## src/rtl/booth_pkg.sv

```systemverilog
// Shared types, defaults and the round-robin pick used by the Booth multiplier arbiter.
package booth_pkg;

    localparam int unsigned DefaultWidth = 32;
    localparam int unsigned MaxReq       = 32;
    localparam int unsigned MaxReqW      = 5;

    typedef enum logic [1:0] {IDLE, RUN, DONE} booth_state_e;

    // First asserted valid bit at or after (last+1) mod nreq; returns last if none is set.
    function automatic int unsigned rr_pick(input logic [MaxReq-1:0] valid,
                                            input int unsigned       last,
                                            input int unsigned       nreq = 4);
        int unsigned pick;
        int unsigned idx;
        logic        found;
        pick  = last;
        found = 1'b0;
        for (int unsigned k = 1; k <= MaxReq; k++) begin
            idx = last + k;
            if (idx >= nreq) begin
                idx = idx - nreq;
            end
            if (!found && (k <= nreq) && valid[idx[MaxReqW-1:0]]) begin
                pick  = idx;
                found = 1'b1;
            end
        end
        return pick;
    endfunction

endpackage

```

## src/rtl/booth_iter_datapath.sv

```systemverilog
// Iterative radix-2 Booth datapath: load latches A/S/P, each step does one add and one shift.
module booth_iter_datapath #(
    parameter int unsigned WIDTH = 32
) (
    input  logic                 clk,
    input  logic                 rst,
    input  logic                 load,
    input  logic                 step,
    input  logic [WIDTH-1:0]     m,
    input  logic [WIDTH-1:0]     q,
    output logic [2*WIDTH+1:0]   p,
    output logic [2*WIDTH-1:0]   product
);

    localparam int unsigned AccW = WIDTH + 1;

    logic [AccW-1:0]    a_q, a_d;
    logic [AccW-1:0]    s_q, s_d;
    logic [2*WIDTH+1:0] p_q, p_d;
    logic [AccW-1:0]    m_ext;
    logic [AccW-1:0]    acc;

    assign m_ext = {m[WIDTH-1], m};

    always_comb begin
        a_d = a_q;
        s_d = s_q;
        p_d = p_q;
        acc = p_q[2*WIDTH+1:WIDTH+1];
        if (load) begin
            a_d = m_ext;
            // One extra accumulator bit keeps -(-2^(WIDTH-1)) representable.
            s_d = -m_ext;
            p_d = {{AccW{1'b0}}, q, 1'b0};
        end else if (step) begin
            case (p_q[1:0])
                2'b01:   acc = acc + a_q;
                2'b10:   acc = acc + s_q;
                default: acc = p_q[2*WIDTH+1:WIDTH+1];
            endcase
            p_d = {acc[AccW-1], acc, p_q[WIDTH:1]};
        end
    end

    always_ff @(posedge clk) begin
        if (rst) begin
            a_q <= '0;
            s_q <= '0;
            p_q <= '0;
        end else begin
            a_q <= a_d;
            s_q <= s_d;
            p_q <= p_d;
        end
    end

    assign p       = p_q;
    assign product = p_q[2*WIDTH:1];

endmodule

```

## src/rtl/booth_mul_arbiter.sv

```systemverilog
// Round-robin arbiter in front of one shared iterative Booth multiplier; responses carry the owner id.
module booth_mul_arbiter
    import booth_pkg::*;
#(
    parameter  int unsigned WIDTH = DefaultWidth,
    parameter  int unsigned NREQ  = 4,
    localparam int unsigned IDW   = $clog2(NREQ)
) (
    input  logic                  clk,
    input  logic                  rst,
    input  logic [NREQ-1:0]       req_valid,
    output logic [NREQ-1:0]       req_ready,
    input  logic [NREQ*WIDTH-1:0] req_multiplicand,
    input  logic [NREQ*WIDTH-1:0] req_multiplier,
    output logic                  rsp_valid,
    input  logic                  rsp_ready,
    output logic [2*WIDTH-1:0]    rsp_product,
    output logic [IDW-1:0]        rsp_id,
    output logic                  busy
);

    localparam int unsigned CntW = $clog2(WIDTH + 1);

    booth_state_e       state_q, state_d;
    logic [CntW-1:0]    cnt_q, cnt_d;
    logic [IDW-1:0]     last_q, last_d;
    logic [IDW-1:0]     id_q, id_d;
    logic               rsp_valid_q, rsp_valid_d;
    logic               busy_q, busy_d;

    logic [MaxReq-1:0]  valid_ext;
    logic [IDW-1:0]     grant_idx;
    logic [WIDTH-1:0]   m_sel, q_sel;
    logic               load, step;
    logic [2*WIDTH+1:0] p_w;
    logic               unused_p;

    assign valid_ext = MaxReq'(req_valid);
    assign grant_idx = IDW'(rr_pick(valid_ext, 32'(last_q), NREQ));
    assign m_sel     = req_multiplicand[32'(grant_idx) * WIDTH +: WIDTH];
    assign q_sel     = req_multiplier[32'(grant_idx) * WIDTH +: WIDTH];

    always_comb begin
        state_d   = state_q;
        cnt_d     = cnt_q;
        last_d    = last_q;
        id_d      = id_q;
        req_ready = '0;
        load      = 1'b0;
        step      = 1'b0;
        unique case (state_q)
            IDLE: begin
                // The grant is itself a valid requester, so any valid means acceptance.
                if (|req_valid) begin
                    req_ready[grant_idx] = 1'b1;
                    load    = 1'b1;
                    last_d  = grant_idx;
                    id_d    = grant_idx;
                    cnt_d   = '0;
                    state_d = RUN;
                end
            end
            RUN: begin
                step  = 1'b1;
                cnt_d = cnt_q + CntW'(1);
                if (cnt_q == CntW'(WIDTH - 1)) begin
                    state_d = DONE;
                end
            end
            DONE: begin
                if (rsp_ready) begin
                    state_d = IDLE;
                end
            end
            default: state_d = IDLE;
        endcase
        rsp_valid_d = (state_d == DONE);
        busy_d      = (state_d != IDLE);
    end

    always_ff @(posedge clk) begin
        if (rst) begin
            state_q     <= IDLE;
            cnt_q       <= '0;
            last_q      <= IDW'(NREQ - 1);
            id_q        <= '0;
            rsp_valid_q <= 1'b0;
            busy_q      <= 1'b0;
        end else begin
            state_q     <= state_d;
            cnt_q       <= cnt_d;
            last_q      <= last_d;
            id_q        <= id_d;
            rsp_valid_q <= rsp_valid_d;
            busy_q      <= busy_d;
        end
    end

    booth_iter_datapath #(
        .WIDTH (WIDTH)
    ) u_datapath (
        .clk     (clk),
        .rst     (rst),
        .load    (load),
        .step    (step),
        .m       (m_sel),
        .q       (q_sel),
        .p       (p_w),
        .product (rsp_product)
    );

    assign unused_p  = ^p_w;
    assign rsp_valid = rsp_valid_q;
    assign rsp_id    = id_q;
    assign busy      = busy_q;

endmodule

```

## config.mk

```make
export PLATFORM = sky130hd
export DESIGN_NAME = booth_mul_arbiter
export DESIGN_NICKNAME = d
export VERILOG_FILES = /design/src/rtl/booth_pkg.sv /design/src/rtl/booth_iter_datapath.sv /design/src/rtl/booth_mul_arbiter.sv
export SDC_FILE = /design/constraint.sdc
export NUM_CORES = 1
export LEC_CHECK = 0
export ABC_AREA = 1
export CORE_MARGIN = 5
export CORE_UTILIZATION = 40
export CTS_CLUSTER_SIZE = 8
export DETAILED_ROUTE_END_ITERATION = 16
export PLACE_DENSITY = 0.65
export REMOVE_ABC_BUFFERS = 1
export SLEW_MARGIN = 20
export SYNTH_ARGS = -nofsm -noshare
export SYNTH_HDL_FRONTEND = slang
export SYNTH_SLANG_ARGS = --single-unit
```

## constraint.sdc

```tcl
create_clock -name clk -period 3.75 [get_ports clk]
set_clock_uncertainty 0.2 [all_clocks]
set_input_delay 1.125 -clock clk [delete_from_list [all_inputs] [get_ports clk]]
set_output_delay 1.125 -clock clk [all_outputs]
set_load 0.005 [all_outputs]
```

==> metrics, run 1 <==
die footprint=35800 sq um; Crit path max-delay family=simple AND/OR/NAND/NOR gates; DRC violation count after routing=0; transition time at the pin with the least slew margin=0.969 ns; sequential share of the synthesized area=22.3%; clock edge transition at the registers on the reported setup and hold paths=0.06 ns; number of pins with negative max-slew slack in the final report=0; synthesis warning total=0; multiplexer share of the synthesized area=0%; FF-to-FF Start=last_q[0]; destination of the worst register-to-register timing path=u_datapath.s_q[22]; clock insertion delay at the later pin of the skew report=0.44 ns; final cell count without fillers=2907; share of total power consumed by net switching=50.3%; worst setup path endpoint=req_ready[0]; clk sinks=143; type of the most critical hold path=reg2reg; total power consumption of the routed design=17200 uW; net load switching power=8650 uW; Final ANT Viol Nets=0; top library cells by usage in the layout, fill and taps aside=680 x nand2_1, 325 x clkdlybuf4s50_1, 187 x nor2_1; fin nets=2815; HPWL after detailed placement=46.6 mm; combined global-route utilization of all metal layers=31.4%; P&R area growth vs syn=39.5%; simple-gate share of the synthesized area=35.5%; CP startpoint kind=primary input; XOR/XNOR Fraction of Synth Area=1.02%; Int Pwr=8550 uW; Critical Path Slowest Stage Cell=nor2_4; buffer type at the clock tree root=clkbuf_16; timing startpoint of the critical path=req_valid[1]; wire length of the first global-routing pass=88.1 mm; Critical Path Stages=13; vias in the first global route=15308; count of flip-flops with a built-in enable after synthesis=0; reg-to-reg slack, setup=0.22 ns; Longest Clk Path Bufs=2; Clk network pwr share=10.3%; Worst Path Arrival=2.39 ns; flop and latch count out of synthesis=143; Top FF cell, synth=dfxtp_1; outcome=finished, final reports clean; Async S/R FF share, synth=0%; number of distinct library cell variants in the gate-level netlist after synthesis=53; detailed-route wire length per cell=20.0 um; fraction of final layout cells with drive strength greater than 1=11.6%; highest clock rate=269 MHz; routed via count divided by cell count=5.40; CP required=2.42 ns; initial antenna violation count=15; total vias in the final route=15712; count of mapped cells out of synthesis=2120; Core Box Area=31600 sq um; Critical Path Most Common Cell=nor2_4; adder and majority cell fraction of the synthesized area=7.33%; final cycle utilization of the critical path=99.2%; boundary pin count=335; largest family of logic cells by synthesized area=simple AND/OR/NAND/NOR gates; Critical Path Max Stage Delay=0.13 ns; final critical path time including I/O delays and setup=3.72 ns; total CTS buffers=17; worst supply voltage drop on vdd=651 uV; clock tree from TritonCTS=done; final global-route overflow total=0; crit end category=output pin; most common library cell in the layout ignoring fill and taps=nand2_1; Final Hold Fails=0; DIE HEIGHT=189 um; worst-case headroom to the max-slew limit=35.3%; number of violations of the max-capacitance limit=0; H-Tree Level Count=4; fraction of power consumed by combinational cells=76.1%; leakage power=0.00802 uW; tightest hold margin=0.270 ns; Placed Cells incl. Taps=2842; number of setup violations in the final report=0; number of input and output port buffers inserted=334; CP cell instances=buf_4, nand2_4, nand3_4, nand2_2, buf_6, nor2_4, nand2_2, nand3_4, nand2_4, nor2_4, inv_2, nor2_4, buf_2; Die X-Extent=189 um; global placement routability congestion=0.983; Iter 0 DRT Violations=1179; share of total power in sequential cells=13.5%; compound-cell area share of the yosys netlist=21.8%; effective utilization at floorplan=40.6%; wire length reported by the detailed router=58.0 mm; Avg Synthesized Cell Area=6.06 sq um; Cell Pwr Density=960 nW/um^2; DR pass1 iterations=5; maximum number of pins on one net before global-route repair=90; count of buffer and inverter cells on the critical path=4; number of cells traversed by the worst register-to-register path=28; CP Max Fanout=4; area of the mapped netlist=12800 sq um; category of the critical setup timing path=in2out; Placement Rows=65
-- layer usage --
layer	GRT usage [%]	part of all wire, %
met1	38.6	42
met2	55.5	49
met3	5.70	5.9
met4	10.3	3.1
met5	0	0.059
-- power groups by stage --
stage	combinational [uW]	clock, uW	sequential, uW
finish	13100	1780	2330
global route	14400	1860	2360
CTS	12400	1790	2320
detailed placement	12000	0	2340
global placement	12000	0	2340
floorplan	6530	0	2170
-- logic make-up (layout without fill, tap and decap cells) --
kind of cell | after synthesis | in the layout
AO/OA/AOI/OAI | 467 | 467
XOR/XNOR | 15 | 15
adder cells (fa/ha/maj) | 74 | 74
buffers and inverters | 326 | 697
flip-flops | 143 | 143
other | 0 | 14
AND/OR/NAND/NOR | 1095 | 1095
-- flip-flops by register name, indices dropped and copies added, names as in the netlist --
signal,count
busy,1
state_q,2
last_q,2
rsp_valid,1
u_datapath.p,65
u_datapath.s_q,32
cnt_q,6
u_datapath.a_q,32
rsp_id,2
-- worst register-to-register path: cells and delay by family, from the launching register on --
| kind | cells | cell delay, ns |
|---|---|---|
| AO/OA/AOI/OAI | 1 | 0.17 |
| adder cells (fa/ha/maj) | 2 | 0.34 |
| AND/OR/NAND/NOR | 18 | 1.67 |
| flip-flops | 1 | 0.37 |
| buffers and inverters | 7 | 0.69 |
-- how the worst min path moves through the flow --
| stage | start | endpoint | slack [ns] | cells past startpoint |
|---|---|---|---|---|
| global placement | rsp_id[0] | rsp_id[0] | 0.24 | 2 |
| floorplan | u_datapath.a_q[29] | u_datapath.a_q[29] | 0.23 | 2 |
| global route | rsp_id[1] | rsp_id[1] | 0.29 | 2 |
| finish | u_datapath.s_q[6] | u_datapath.s_q[6] | 0.27 | 2 |
| CTS | u_datapath.s_q[6] | u_datapath.s_q[6] | 0.27 | 2 |
| detailed placement | rsp_id[1] | rsp_id[1] | 0.25 | 2 |
-- cells in the mapped netlist, types with 6 or more instances --
library cell	number	area share [%]
a21oi_1	147	5.7
clkbuf_1	51	1.5
nor4_1	7	0.34
a22o_1	13	0.89
o21ai_0	122	4.8
a21o_1	10	0.58
o211ai_1	29	1.7
buf_4	67	3.9
nor2_1	204	6.0
o21bai_1	9	0.53
a31oi_1	41	2.0
xor2_1	8	0.55
nor3_1	14	0.55
inv_1	170	5.0
ha_1	72	7.0
dfxtp_1	143	22
nand2_1	686	20
buf_2	17	0.66
a22oi_1	55	3.2
nand4_1	13	0.63
xnor2_1	7	0.48
nor2_2	8	0.39
o21ai_1	7	0.27
or2_2	17	0.83
nand3_2	8	0.62
nand3_1	111	4.3
nand2_2	11	0.54
buf_1	8	0.23
buf_6	7	0.61
o221ai_1	6	0.41
o22ai_1	6	0.29
-- cell type report --
type | instances | area, sq um
Clock inverter | 11 | 131
Inverter | 176 | 666
Multi-Input combinational cell | 1651 | 8630
Sequential cell | 143 | 2860
Timing Repair Buffer | 489 | 4620
Tap cell | 402 | 503
Fill cell | 3173 | 13700
Clock buffer | 21 | 460
Antenna cell | 14 | 35.0
-- metrics by stage --
stage	worst slack (ns)	area, sq um	utilization, %	setup TNS (ns)
finish	0.0316	17900	56.6	0
detailed placement	-0.858	16900	53.6	-35.84
global placement	-0.818	16900	53.6	-27.44
global route	-0.0246	17900	56.6	-0.0393
floorplan	-2.86	12000	-	-293.74
CTS	-0.000702	17700	55.9	-0.000702
-- repair_timing --
| action | 4_1_cts | 5_1_grt |
|---|---|---|
| cloned | 0 | 0 |
| pin swaps | 13 | 15 |
| endpoints found under the setup margin | 32 | 29 |
| gates resized for setup | 54 | 44 |
| hold endpoints to repair | 0 | 0 |
| hold buffers | 0 | 0 |
| setup buffers | 12 | 9 |
(Power assumes the default switching activity.)
==> inputs of run 2 (changes only) <==
CAP_MARGIN = 20   (was not set)
==> results of run 2 <==
No change in the layout: final DEF, timing and power equal those of run 1.
==> inputs of run 3 (changes only) <==
ABC_AREA = not set   (was 1)
CTS_CLUSTER_SIZE = not set   (was 8)
SKIP_CTS_REPAIR_TIMING = 1   (was not set)
==> metrics, run 3 <==
effective utilization at floorplan=40.7% (was 40.6%); final setup slack of the worst path=-0.810 ns (was 0.0316 ns); wire length of the first global-routing pass=76.3 mm (was 88.1 mm); area post-placement=17000 sq um (was 16900 sq um); final critical path time including I/O delays and setup=4.56 ns (was 3.72 ns); detailed-route wire length per cell=19.1 um (was 20.0 um); Die X-Extent=187 um (was 189 um); DIE HEIGHT=187 um (was 189 um); XOR/XNOR Fraction of Synth Area=5.12% (was 1.02%); largest area contributor in the netlist=dfxtp_1 (unchanged); final cell count without fillers=2601 (was 2907); Area contributors post-synth=dfxtp_1 23%, nand2_1 11%, a21oi_1 8.1% (was dfxtp_1 22%, nand2_1 20%, ha_1 7.0%); boundary pin count=335 (unchanged); vias in the first global route=14423 (was 15308); Worst Path Arrival=3.24 ns (was 2.39 ns); compound-cell area share of the yosys netlist=24.6% (was 21.8%); Iter 0 DRT Violations=912 (was 1179); total vias in the final route=14597 (was 15712); transition time at the pin with the least slew margin=0.910 ns (was 0.969 ns); setup repair after global routing missed its margin=yes; synthesis warning total=0 (unchanged); H-Tree Level Count=4 (unchanged); final global-route overflow total=0 (unchanged); flip-flop count of the largest register after layout=65 (unchanged); count of mapped cells out of synthesis=1786 (was 2120); Crit path max-delay family=buffers and inverters (was simple AND/OR/NAND/NOR gates); number of input and output port buffers inserted=334 (unchanged); buffer type at the clock tree root=clkbuf_16 (unchanged); Top FF cell, synth=dfxtp_1 (unchanged); global placement routability congestion=0.912 (was 0.983); P&R area growth vs syn=49.0% (was 39.5%); Core Box Area=30700 sq um (was 31600 sq um); number of distinct library cell variants in the gate-level netlist after synthesis=76 (was 53); largest family of logic cells by synthesized area=simple AND/OR/NAND/NOR gates (unchanged); Placement Rows=64 (was 65); Critical Path Slowest Stage Cell=mux4_2 (was nor2_4); category of the critical setup timing path=in2out (unchanged); Final Hold Fails=0 (unchanged); total CTS buffers=17 (unchanged); number of setup violations in the final report=29 (was 0); routing usage on met1=31.3% (was 38.6%); leading cell types by count after synthesis=357 x nand2_1, 201 x a21oi_1, 143 x dfxtp_1 (was 686 x nand2_1, 204 x nor2_1, 170 x inv_1); met2 Track Usage GR=47.7% (was 55.5%); multiplexer share of the synthesized area=2.95% (was 0%); DRC violation count after routing=0 (unchanged); wire length reported by the detailed router=49.7 mm (was 58.0 mm); violations in the final reports=setup timing; most common cell in the netlist=nand2_1 (unchanged); Critical Path Max Stage Delay=0.49 ns (was 0.13 ns); area of the mapped netlist=12500 sq um (was 12800 sq um); DR pass1 iterations=5 (unchanged); CP startpoint kind=primary input (unchanged); simple-gate share of the synthesized area=28.3% (was 35.5%); outcome=finished, violations left (was finished, final reports clean); maximum number of pins on one net before global-route repair=82 (was 90); reg-to-reg slack, setup=-0.73 ns (was 0.22 ns); fraction of final layout cells with drive strength greater than 1=18.1% (was 11.6%); final cycle utilization of the critical path=122% (was 99.2%); top library cells by usage in the layout, fill and taps aside=350 x nand2_1, 325 x clkdlybuf4s50_1, 205 x buf_4 (was 680 x nand2_1, 325 x clkdlybuf4s50_1, 187 x nor2_1); Async S/R FF share, synth=0% (unchanged); GRT busiest layer=met2 (unchanged); combined global-route utilization of all metal layers=26.5% (was 31.4%); Final ANT Viol Nets=0 (unchanged); CP cell instances=buf_6, mux4_2, o31a_4, mux2i_4, or2_4, buf_12, buf_4, buf_4, buf_6, nand2_2, nor2_1, dlymetal6s2s_1 (was buf_4, nand2_4, nand3_4, nand2_2, buf_6, nor2_4, nand2_2, nand3_4, nand2_4, nor2_4, inv_2, nor2_4, buf_2); clk sinks=143 (unchanged); die footprint=34800 sq um (was 35800 sq um); worst-case headroom to the max-slew limit=39.3% (was 35.3%); leakage power=0.00776 uW (was 0.00802 uW); number of violations of the max-capacitance limit=0 (unchanged); adder and majority cell fraction of the synthesized area=7.54% (was 7.33%); tightest hold margin=0.257 ns (was 0.270 ns); clock insertion delay at the later pin of the skew report=0.43 ns (was 0.44 ns); count of flip-flops with a built-in enable after synthesis=0 (unchanged); number of pins with negative max-slew slack in the final report=0 (unchanged); type of the most critical hold path=reg2reg (unchanged); flop and latch count out of synthesis=143 (unchanged); Cell Pwr Density=860 nW/um^2 (was 960 nW/um^2); Avg Synthesized Cell Area=6.99 sq um (was 6.06 sq um); Non-Filler Cell Area, Final=18600 sq um (was 17900 sq um); routed via count divided by cell count=5.61 (was 5.40); clock tree from TritonCTS=done (unchanged); Placed Cells incl. Taps=2545 (was 2842); worst supply voltage drop on vdd=912 uV (was 651 uV); clock edge transition at the registers on the reported setup and hold paths=0.07 ns (was 0.06 ns); crit end category=output pin (unchanged); highest clock rate=219 MHz (was 269 MHz); most common library cell in the layout ignoring fill and taps=nand2_1 (unchanged); fin nets=2529 (was 2815); fraction of post-synthesis cell area in the top cell type by area=22.9% (was 22.3%); Global Route met3 Usage=4.95% (was 5.70%); CP required=2.42 ns (about the same); CP Max Fanout=8 (was 4); sequential share of the synthesized area=22.9% (was 22.3%); count of buffer and inverter cells on the critical path=6 (was 4); HPWL after detailed placement=38.4 mm (was 46.6 mm); Longest Clk Path Bufs=2 (unchanged); initial antenna violation count=1 (was 15)
==> run 3: changes by cell type in the layout (fill, tap and decap cells not counted), sizes merged, moves of 55 or more <==
cell | previous run | this run
nor2 | 216 | 67
a21oi | 147 | 202
nand2 | 700 | 358
buf | 164 | 238
inv | 176 | 32
==> run 3: worst register-to-register path: cells and delay by family (launching register included) <==
kind | cells | cell delay [ns]
compound gates | 5 | 0.73
buf+inv | 3 | 0.56
flops | 1 | 0.37
mux | 2 | 0.76
simple gates | 4 | 1.76
==> run 3: final timing paths <==
| kind | startpoint | end | cells past startpoint |
|---|---|---|---|
| setup reg to reg | last_q[0] | u_datapath.s_q[31] | 14 |
| hold reg to reg | rsp_id[0] | rsp_id[0] | 2 |
| setup / recovery | req_valid[0] | req_ready[3] | 12 |
| hold / removal | rsp_id[0] | rsp_id[0] | 2 |
==> run 3: final cells by class <==
cell class | count | area (sq um)
clock buffer | 18 | 429
inverter | 30 | 115
fill | 2805 | 12100
multi-input combinational | 1435 | 9220
timing repair buffer | 565 | 5270
clock inverter | 13 | 188
tap | 396 | 495
sequential | 143 | 2860
antenna | 1 | 2.50
==> run 3: power by group <==
| part | internal [uW] | switching [uW] | total, uW |
|---|---|---|---|
| combinational | 5420 | 6260 | 11700 |
| sequential | 2050 | 420 | 2470 |
| clock | 1120 | 728 | 1840 |
==> run 3: kinds of logic after synthesis <==
logic type / count (synthesis)
xor+xnor: 73
fa+ha+maj: 74
simple gates: 758
buf+inv: 208
flops: 143
compound gates: 497
mux: 33
==> run 3: stage by stage <==
step	util, %	worst slack [ns]	TNS (ns)	power, uW
2_1_floorplan	-	-3.93	-349.40	8070
3_3_place_gp	55.5	-1.64	-91.23	12600
3_5_place_dp	55.5	-1.66	-92.12	12700
4_1_cts	57.5	-1.51	-46.69	14600
5_1_grt	60.6	-0.884	-18.51	17200
6_report	60.6	-0.810	-15.81	16000
==> run 3: per-layer routing <==
metal	up-vias	share of wire, %
li1	7154	-
met3	109	6.6
met1	6786	39
met2	548	51
met4	0	3.4
met5	-	0
